<file path="src/rtl/wb_stage_if.sv">
// Bundle between the MEM stage, data memory and the writeback stage.
// Carries the MEM/WB inputs, the load-data handshake and the regfile write port.
interface wb_stage_if #(
  parameter int WIDTH = 32,
  parameter int RADDR = 5
);
  logic             i_wb_valid;
  logic [RADDR-1:0] i_wb_rdst;
  logic             i_wb_reg_write_rf;
  logic [1:0]       i_wb_sel;
  logic [WIDTH-1:0] i_wb_alu;
  logic [WIDTH-1:0] i_wb_pc4;
  logic [WIDTH-1:0] i_wb_imm;
  logic [1:0]       i_wb_lsize;
  logic             i_wb_lsigned;
  logic             i_mem_rvalid;
  logic [WIDTH-1:0] i_mem_rdata;
  logic [RADDR-1:0] o_wb_rdst;
  logic             o_wb_reg_write_rf;
  logic [WIDTH-1:0] o_wb_mux;
  logic             o_wb_stall_req;

  modport master (
    output i_wb_valid, i_wb_rdst, i_wb_reg_write_rf,
    output i_wb_sel, i_wb_alu, i_wb_pc4, i_wb_imm,
    output i_wb_lsize, i_wb_lsigned,
    output i_mem_rvalid, i_mem_rdata,
    input  o_wb_rdst, o_wb_reg_write_rf,
    input  o_wb_mux, o_wb_stall_req
  );

  modport slave (
    input  i_wb_valid, i_wb_rdst, i_wb_reg_write_rf,
    input  i_wb_sel, i_wb_alu, i_wb_pc4, i_wb_imm,
    input  i_wb_lsize, i_wb_lsigned,
    input  i_mem_rvalid, i_mem_rdata,
    output o_wb_rdst, o_wb_reg_write_rf,
    output o_wb_mux, o_wb_stall_req
  );
endinterface

</file>
<file path="src/rtl/wb_stage.sv">
// Writeback stage: MEM/WB register, late-load wait, writeback select.
// WB_LOAD_ALIGN_EN enables byte/half load extraction with sign extension.
module wb_stage #(
  parameter int WIDTH = 32,
  parameter int RADDR = 5
) (
  input  logic clk,
  input  logic rst,
  input  logic stall,
  input  logic i_flush,
  wb_stage_if.slave bus
);

  typedef enum logic [1:0] {
    S_IDLE,
    S_ACTIVE,
    S_WAIT
  } state_t;

  typedef struct packed {
    logic [RADDR-1:0] rdst;
    logic             we;
    logic [1:0]       sel;
    logic [WIDTH-1:0] alu;
    logic [WIDTH-1:0] pc4;
    logic [WIDTH-1:0] imm;
    logic [WIDTH-1:0] rdata;
    logic [1:0]       lsize;
    logic             lsigned;
  } mem_wb_t;

  state_t  state;
  mem_wb_t r;

  logic [WIDTH-1:0] ld_word;
  logic [WIDTH-1:0] ld_val;
  logic             fire;

`ifdef WB_LOAD_ALIGN_EN
  logic [WIDTH-1:0] sh;
  logic [7:0]       b;
  logic [15:0]      h;

  always_comb begin
    sh = ld_word >> {r.alu[1:0], 3'b000};
    b  = sh[7:0];
    h  = r.alu[1] ? ld_word[31:16] : ld_word[15:0];
    unique case (1'b1)
      (r.lsize == 2'd0):
        ld_val = {{(WIDTH-8){r.lsigned & b[7]}}, b};
      (r.lsize == 2'd1):
        ld_val = {{(WIDTH-16){r.lsigned & h[15]}}, h};
      default:
        ld_val = ld_word;
    endcase
  end
`else
  logic unused_align;

  assign unused_align = ^{r.lsize, r.lsigned};
  assign ld_val       = ld_word;
`endif

  always_ff @(posedge clk) begin
    if (rst) begin
      state <= S_IDLE;
      r     <= '0;
    end else if (state == S_WAIT) begin
      // Frozen until data arrives; capture happens even under stall.
      if (bus.i_mem_rvalid) begin
        r.rdata <= bus.i_mem_rdata;
        state   <= S_ACTIVE;
      end
    end else if (!stall) begin
      if (i_flush || !bus.i_wb_valid) begin
        r     <= '0;
        state <= S_IDLE;
      end else begin
        r.rdst    <= bus.i_wb_rdst;
        r.we      <= bus.i_wb_reg_write_rf;
        r.sel     <= bus.i_wb_sel;
        r.alu     <= bus.i_wb_alu;
        r.pc4     <= bus.i_wb_pc4;
        r.imm     <= bus.i_wb_imm;
        r.rdata   <= '0;
        r.lsize   <= bus.i_wb_lsize;
        r.lsigned <= bus.i_wb_lsigned;
        state     <= (bus.i_wb_sel == 2'd1) ? S_WAIT
                                            : S_ACTIVE;
      end
    end
  end

  assign ld_word = (state == S_WAIT) ? bus.i_mem_rdata
                                     : r.rdata;

  assign fire = (state == S_ACTIVE) ||
                (state == S_WAIT && bus.i_mem_rvalid);

  always_comb begin
    bus.o_wb_mux = '0;
    unique case (1'b1)
      (r.sel == 2'd0): bus.o_wb_mux = r.alu;
      (r.sel == 2'd1): bus.o_wb_mux = ld_val;
      (r.sel == 2'd2): bus.o_wb_mux = r.pc4;
      default:         bus.o_wb_mux = r.imm;
    endcase
    if (state == S_IDLE) bus.o_wb_mux = '0;
  end

  assign bus.o_wb_rdst = (state == S_IDLE) ? '0 : r.rdst;

  assign bus.o_wb_reg_write_rf =
    r.we & fire & (r.rdst != '0);

  assign bus.o_wb_stall_req =
    (state == S_WAIT) & ~bus.i_mem_rvalid;

endmodule

</file>
<file path="src/flat_wrapper.sv">
// flat-port wrapper written by rule: the top's interface ports become plain ports
module wb_stage_flat 
#(
  parameter int WIDTH = 32,
  parameter int RADDR = 5
)
  (clk, rst, stall, i_flush, bus_i_wb_valid, bus_i_wb_rdst, bus_i_wb_reg_write_rf, bus_i_wb_sel, bus_i_wb_alu, bus_i_wb_pc4, bus_i_wb_imm, bus_i_wb_lsize, bus_i_wb_lsigned, bus_i_mem_rvalid, bus_i_mem_rdata, bus_o_wb_rdst, bus_o_wb_reg_write_rf, bus_o_wb_mux, bus_o_wb_stall_req);
  wb_stage_if #(.WIDTH(WIDTH), .RADDR(RADDR)) bus_i ();
  input  logic clk;
  input  logic rst;
  input  logic stall;
  input  logic i_flush;
  input wire logic [$bits(bus_i.i_wb_valid)-1:0] bus_i_wb_valid;
  input wire logic [$bits(bus_i.i_wb_rdst)-1:0] bus_i_wb_rdst;
  input wire logic [$bits(bus_i.i_wb_reg_write_rf)-1:0] bus_i_wb_reg_write_rf;
  input wire logic [$bits(bus_i.i_wb_sel)-1:0] bus_i_wb_sel;
  input wire logic [$bits(bus_i.i_wb_alu)-1:0] bus_i_wb_alu;
  input wire logic [$bits(bus_i.i_wb_pc4)-1:0] bus_i_wb_pc4;
  input wire logic [$bits(bus_i.i_wb_imm)-1:0] bus_i_wb_imm;
  input wire logic [$bits(bus_i.i_wb_lsize)-1:0] bus_i_wb_lsize;
  input wire logic [$bits(bus_i.i_wb_lsigned)-1:0] bus_i_wb_lsigned;
  input wire logic [$bits(bus_i.i_mem_rvalid)-1:0] bus_i_mem_rvalid;
  input wire logic [$bits(bus_i.i_mem_rdata)-1:0] bus_i_mem_rdata;
  output wire logic [$bits(bus_i.o_wb_rdst)-1:0] bus_o_wb_rdst;
  output wire logic [$bits(bus_i.o_wb_reg_write_rf)-1:0] bus_o_wb_reg_write_rf;
  output wire logic [$bits(bus_i.o_wb_mux)-1:0] bus_o_wb_mux;
  output wire logic [$bits(bus_i.o_wb_stall_req)-1:0] bus_o_wb_stall_req;
  assign bus_i.i_wb_valid = bus_i_wb_valid;
  assign bus_i.i_wb_rdst = bus_i_wb_rdst;
  assign bus_i.i_wb_reg_write_rf = bus_i_wb_reg_write_rf;
  assign bus_i.i_wb_sel = bus_i_wb_sel;
  assign bus_i.i_wb_alu = bus_i_wb_alu;
  assign bus_i.i_wb_pc4 = bus_i_wb_pc4;
  assign bus_i.i_wb_imm = bus_i_wb_imm;
  assign bus_i.i_wb_lsize = bus_i_wb_lsize;
  assign bus_i.i_wb_lsigned = bus_i_wb_lsigned;
  assign bus_i.i_mem_rvalid = bus_i_mem_rvalid;
  assign bus_i.i_mem_rdata = bus_i_mem_rdata;
  assign bus_o_wb_rdst = bus_i.o_wb_rdst;
  assign bus_o_wb_reg_write_rf = bus_i.o_wb_reg_write_rf;
  assign bus_o_wb_mux = bus_i.o_wb_mux;
  assign bus_o_wb_stall_req = bus_i.o_wb_stall_req;
  wb_stage #(.WIDTH(WIDTH), .RADDR(RADDR)) u_core (.clk(clk), .rst(rst), .stall(stall), .i_flush(i_flush), .bus(bus_i));
endmodule
</file>
<file path="config.mk">
export PLATFORM = sky130hd
export DESIGN_NAME = wb_stage_flat
export DESIGN_NICKNAME = d
export VERILOG_FILES = /design/src/rtl/wb_stage_if.sv /design/src/rtl/wb_stage.sv /design/src/flat_wrapper.sv
export SDC_FILE = /design/constraint.sdc
export NUM_CORES = 1
export LEC_CHECK = 0
export BUFFER_PORTS_ARGS = -buffer_cell sky130_fd_sc_hd__clkbuf_2
export CAP_MARGIN = 20
export CORE_UTILIZATION = 55
export DETAILED_ROUTE_END_ITERATION = 8
export PLACE_DENSITY = 0.85
export SLEW_MARGIN = 10
export SYNTH_ARGS = -nofsm -noshare
export SYNTH_HDL_FRONTEND = slang
export SYNTH_SLANG_ARGS = --single-unit
</file>
<file path="constraint.sdc">
create_clock -name clk -period 4.25 [get_ports clk]
set_input_delay 1.275 -clock clk [delete_from_list [all_inputs] [get_ports clk]]
set_output_delay 1.275 -clock clk [all_outputs]
set_load 0.005 [all_outputs]
</file>
==> results of run 1 <==
==> logic make-up after synthesis <==
logic type | count (synthesis) | synth area share
AO/OA/AOI/OAI | 305 | 0.261
buffers and inverters | 104 | 0.0696
flip-flops | 138 | 0.412
multiplexers | 48 | 0.0761
AND/OR/NAND/NOR | 190 | 0.181
==> sequential cells by signal (all words and copies together), names as in the netlist <==
register,cells
u_core.r,136
u_core.state,2
==> area by class of cell <==
class / count / share of cell area
well taps: 143 / 0.0217
flip-flops and latches: 138 / 0.335
clock buffers: 21 / 0.0571
clock inverters: 11 / 0.0232
multi-input cells: 543 / 0.424
repair buffers: 205 / 0.137
inverters: 3 / 0.00152
==> path summary, 6_finish.rpt <==
kind / end / slack [ns] / from
worst min register to register: u_core.r[99] / 0.47 / u_core.r[99]
worst max-delay path: bus_o_wb_mux[6] / 0.57 / u_core.state[0]
worst max register to register: u_core.r[27] / 1.61 / u_core.state[1]
worst min-delay path: u_core.r[99] / 0.47 / u_core.r[99]
==> per-stage QoR <==
stage / worst slack, ns / cells
finish: 0.574 / 1064
global route: 0.463 / 1064
CTS: 0.597 / 1064
detailed placement: 0.982 / 1032
global placement: 0.979 / 1032
floorplan: 1.28 / 785
==> power groups by stage <==
| stage | clock network, uW | logic, uW | registers, uW |
|---|---|---|---|
| CTS | 1650 | 256 | 1340 |
| finish | 1650 | 261 | 1340 |
| detailed placement | 0 | 254 | 1370 |
| floorplan | 0 | 142 | 1360 |
| global route | 1710 | 280 | 1340 |
| global placement | 0 | 252 | 1360 |
==> per-layer routing <==
layer  vias to the layer above  track usage  wire, um
met2                       397        0.533     10000
li1                       3248            -         -
met1                      3254        0.454      8960
met4                         6        0.122       591
met3                        44       0.0902      2020
met5                         -            0        44
==> layout by cell type, fill, tap and decap left out, types with 6 or more instances in the layout <==
master	n
clkbuf_2	178
and4b_1	8
mux2i_1	24
a21oi_1	105
or4b_1	20
nand4_1	104
a22o_1	32
a31oi_1	16
dfxtp_1	137
clkbuf_16	17
o211ai_1	24
buf_4	23
nor2_1	6
nand2_1	33
o21ai_0	122
mux2_2	24
==> critical path, stage by stage, from the launching register on <==
cell	delay (ns)
dfxtp_1	0.55
buf_4	0.22
or2_2	0.29
nand3b_1	0.22
buf_4	0.28
o211ai_1	0.24
clkbuf_2	0.15
==> impl_metrics.env, run 1 <==
export IMPL_core_area_um2=11700
export IMPL_grt_pass1_vias=6401
export IMPL_hpwl_mm=13.5
export IMPL_hold_violations=0
export IMPL_cts_resized=0
export IMPL_yosys_warnings=0
export IMPL_overflow=0
export IMPL_die_x_um=112
export IMPL_grt_pass1_wl_mm=33.7
export IMPL_timing_final_crit_period_ns=3.68
export IMPL_max_freq_mhz=272
export IMPL_port_buffers=180
export IMPL_p_clk_frac=0.508
export IMPL_postLayoutCellArea_um2=8240
export IMPL_grt_setup_unrepaired="no"
export IMPL_ys_ff_latch=138
export IMPL_io_pins=184
export IMPL_gp_congestion=0.870
export IMPL_whs_path_depth=2
export IMPL_grt_max_degree=108
export IMPL_cts_path_max_buffers=2
export IMPL_p_sw_frac=0.228
export IMPL_p_switching_uw=743
export IMPL_clk_latency_ns=0.43
export IMPL_synth_area_leaders="dfxtp_1 (41%), nand4_1 (9.7%), o21ai_0 (9.1%), a21oi_1 (7.8%), a22o_1 (4.2%)"
export IMPL_ant_nets=0
export IMPL_syn_inst=785
export IMPL_antenna_found_initial=3
export IMPL_seq_area_um2=2760
export IMPL_power_density_nw_per_um2=395
export IMPL_synthDistinctLibCells=35
export IMPL_track_usage=0.341
export IMPL_diodes=0
export IMPL_synth_top_area_cell="dfxtp_1"
export IMPL_fin_util=0.707
export IMPL_crit_type="flop to output pin"
export IMPL_drive_gt1_frac=0.296
export IMPL_setup_viol=0
export IMPL_synth_edf_count=0
export IMPL_syn_area_per_cell_um2=8.54
export IMPL_slew_limit_headroom=0.366
export IMPL_start_util=0.575
export IMPL_drc=0
export IMPL_viasPerCell=6.53
export IMPL_h_tree_depth=4
export IMPL_wl_mm=21.6
export IMPL_fin_crit_sh=0.865
export IMPL_cts_hold_buf=0
export IMPL_yosys_top_cells_count="dfxtp_1 (138), o21ai_0 (122), a21oi_1 (105)"
export IMPL_die_height_um=112
export IMPL_numCtsBuffers=17
export IMPL_tightest_slew_ns=0.950
export IMPL_worstPathArrival_ns=2.40
export IMPL_status="finished clean"
export IMPL_finClkSkew_ns=0.00580
export IMPL_cell_internal_pwr_uw=2510
export IMPL_multi_input_area_um2=3500
export IMPL_cts_tree="built"
export IMPL_max_cap_violations=0
export IMPL_cp_max_fo=15
export IMPL_worst_endpoint_required_ns=2.97
export IMPL_syn_cell_area_um2=6710
export IMPL_dieArea_um2=12600
export IMPL_clk_pin_slew_worst_paths_ns=0.06
export IMPL_startpoint_type="flop"
export IMPL_dr_pass1_iters=5
export IMPL_drtIter0Drc=894
export IMPL_seq_power_share=0.412
export IMPL_post_dp_cell_area_um2=7580
export IMPL_combPwrFrac=0.080
export IMPL_slew_viol_final=0
export IMPL_synthArstFlopShare=0
export IMPL_synth_nets=930
export IMPL_clockRootBuffer="clkbuf_16"
export IMPL_synth_flop_cell="dfxtp_1"
export IMPL_synth_most_common_cell="dfxtp_1"
export IMPL_post_drt_wl_per_cell_um=20.3
export IMPL_synth_top_area_frac=0.412
export IMPL_holdCritPathClass="flop to flop"
export IMPL_leakagePower_uw=0.00305
export IMPL_postCtsSetupBuffers=0
export IMPL_syn2layout_area_growth_pct=22.9
export IMPL_num_vias=6949
export IMPL_tns_ns=0
export IMPL_final_nets=1053
export IMPL_fill_cells=943
export IMPL_total_power_uw=3250
export IMPL_row_count=39
export IMPL_r2r_cells=6
export IMPL_clkSinkCount=138
export IMPL_ys_seq_area_frac=0.412
export IMPL_end_kind="output pin"
export IMPL_hold_ws_ns=0.468
export IMPL_ir_drop_mv=0.262
Note: power is estimated with default switching activity, not from simulation.
==> run 2: changes to the inputs <==
--- a/constraint.sdc
+++ b/constraint.sdc
@@ -3,2 +3,2 @@
 set_output_delay 1.275 -clock clk [all_outputs]
-set_load 0.005 [all_outputs]
+set_load 0.05 [all_outputs]
==> run 2 against run 1 <==
Fmax shrank 8.6%. Setup slack worse by 0.35 ns. Flip-flop and latch count is the same. Global-route usage up 0.33 points. Via count rose by 1.1%. Sequential share of layout area is 0.41 points higher. Clock power shrank 12%. Count of clock-buffer cells in the layout is 2 higher. Die area stayed put. Clock skew up 0.0015 ns. Non-clock buffer count increased by 1. Critical path type unchanged. Highest routed layer is now met4.
==> impl_metrics.env, run 2 (synthesis results as in run 1) <==
export IMPL_drtIter0Drc=1098
export IMPL_cts_resized=0
export IMPL_cp_max_fo=15
export IMPL_startpoint="u_core.state[1]"
export IMPL_ant_nets=0
export IMPL_track_usage=0.344
export IMPL_clk_pin_slew_worst_paths_ns=0.06
export IMPL_worst_endpoint_required_ns=2.97
export IMPL_ir_drop_mv=0.255
export IMPL_regMostFlops="u_core.r"
export IMPL_hold_violations=0
export IMPL_startpoint_type="flop"
export IMPL_start_util=0.575
export IMPL_post_drt_wl_per_cell_um=20.2
export IMPL_wl_mm=21.5
export IMPL_grt_pass1_vias=6494
export IMPL_gp_congestion=0.861
export IMPL_tightest_slew_ns=0.926
export IMPL_clkSinkCount=138
export IMPL_holdCritPathClass="flop to flop"
export IMPL_max_cap_violations=0
export IMPL_place_ws_ns=0.728
export IMPL_cts_tree="built"
export IMPL_tns_ns=0
export IMPL_layout_commonest_cell="clkbuf_2"
export IMPL_syn2layout_area_growth_pct=21.4
export IMPL_timing_final_crit_period_ns=4.02
export IMPL_dr_pass1_iters=6
export IMPL_postCtsSetupBuffers=0
export IMPL_status="finished clean"
export IMPL_hpwl_mm=14.1
export IMPL_clockRootBuffer="clkbuf_16"
export IMPL_reg2reg_to="u_core.r[32]"
export IMPL_end_kind="output pin"
export IMPL_drc=0
export IMPL_antenna_found_initial=0
export IMPL_viasPerCell=6.60
export IMPL_holdPathEnd="u_core.r[113]"
export IMPL_grt_pass1_wl_mm=34.0
export IMPL_largestRegisters="u_core.r (136), u_core.state (2)"
export IMPL_final_nets=1054
export IMPL_power_density_nw_per_um2=376
export IMPL_overflow=0
export IMPL_r2r_cells=6
export IMPL_hold_ws_ns=0.464
export IMPL_grt_max_degree=108
export IMPL_setup_viol=0
export IMPL_whs_path_depth=2
export IMPL_finClkSkew_ns=0.00727
export IMPL_cts_hold_buf=0
export IMPL_diodes=0
export IMPL_grt_setup_unrepaired="no"
export IMPL_postLayoutCellArea_um2=8150
export IMPL_r2r_start="u_core.state[0]"
export IMPL_clk_latency_ns=0.42
export IMPL_slew_limit_headroom=0.383
export IMPL_fin_ws_ns=0.226
export IMPL_final_cell_mix="clkbuf_2 (178), dfxtp_1 (137), o21ai_0 (122)"
export IMPL_worstPathArrival_ns=2.75
export IMPL_post_dp_cell_area_um2=7560
export IMPL_num_vias=7024
export IMPL_io_pins=184
export IMPL_ff2ff_setup_slack_ns=1.75
export IMPL_drive_gt1_frac=0.295
export IMPL_numCtsBuffers=17
export IMPL_port_buffers=180
export IMPL_fill_cells=926
export IMPL_leakagePower_uw=0.00301
export IMPL_max_freq_mhz=249
export IMPL_fin_crit_sh=0.947
export IMPL_min_from="u_core.r[113]"
export IMPL_h_tree_depth=4
export IMPL_slew_viol_final=0
export IMPL_core_area_um2=11700
export IMPL_die_height_um=112
export IMPL_cts_path_max_buffers=2
export IMPL_row_count=39
export IMPL_fin_util=0.698
export IMPL_largest_reg_flops=136
export IMPL_dieArea_um2=12600
export IMPL_die_x_um=112
export IMPL_crit_type="flop to output pin"
==> run 2: layout make-up <==
type                    count  area [um2]  area share
clock buffers              23         488      0.0599
clock inverters             8        92.6      0.0114
inverters                   3        12.5     0.00154
multi-input cells         543        3500       0.429
flip-flops and latches    138        2760       0.339
well taps                 143         179      0.0220
repair buffers            206        1110       0.136
==> run 2: how the worst max path moves through the flow <==
stage	end	slack, ns	cells after the start
finish	bus_o_wb_mux[9]	0.23	5
detailed placement	bus_o_wb_mux[9]	0.73	5
global placement	bus_o_wb_mux[7]	0.76	5
global route	bus_o_wb_mux[9]	0.13	5
floorplan	bus_o_wb_reg_write_rf	0.64	3
CTS	bus_o_wb_mux[9]	0.26	5
==> run 2: metal layers <==
| metal | vias up | share of wire | GRT usage |
|---|---|---|---|
| met2 | 431 | 0.46 | 0.532 |
| li1 | 3237 | - | - |
| met5 | - | 0 | 0 |
| met1 | 3301 | 0.41 | 0.448 |
| met4 | 0 | 0.029 | 0.134 |
| met3 | 55 | 0.10 | 0.109 |
==> run 2: critical path, stage by stage (launching register included) <==
cell      delay, ns
dfxtp_1        0.57
or2_2          0.38
nand3b_1       0.42
buf_4          0.36
o211ai_1       0.27
clkbuf_2       0.33
==> run 2: stage by stage <==
step,instances,total power [uW]
floorplan,785,1510
CTS,1064,3060
detailed placement,1033,1630
global placement,1033,1620
global route,1064,3160
finish,1064,3070
==> run 2: report_power, final <==
| group | leakage (uW) | switching [uW] | internal [uW] | total, uW |
|---|---|---|---|---|
| clock network | 0.000289 | 541 | 917 | 1460 |
| registers | 0.00112 | 16.8 | 1320 | 1340 |
| logic | 0.00160 | 169 | 101 | 270 |
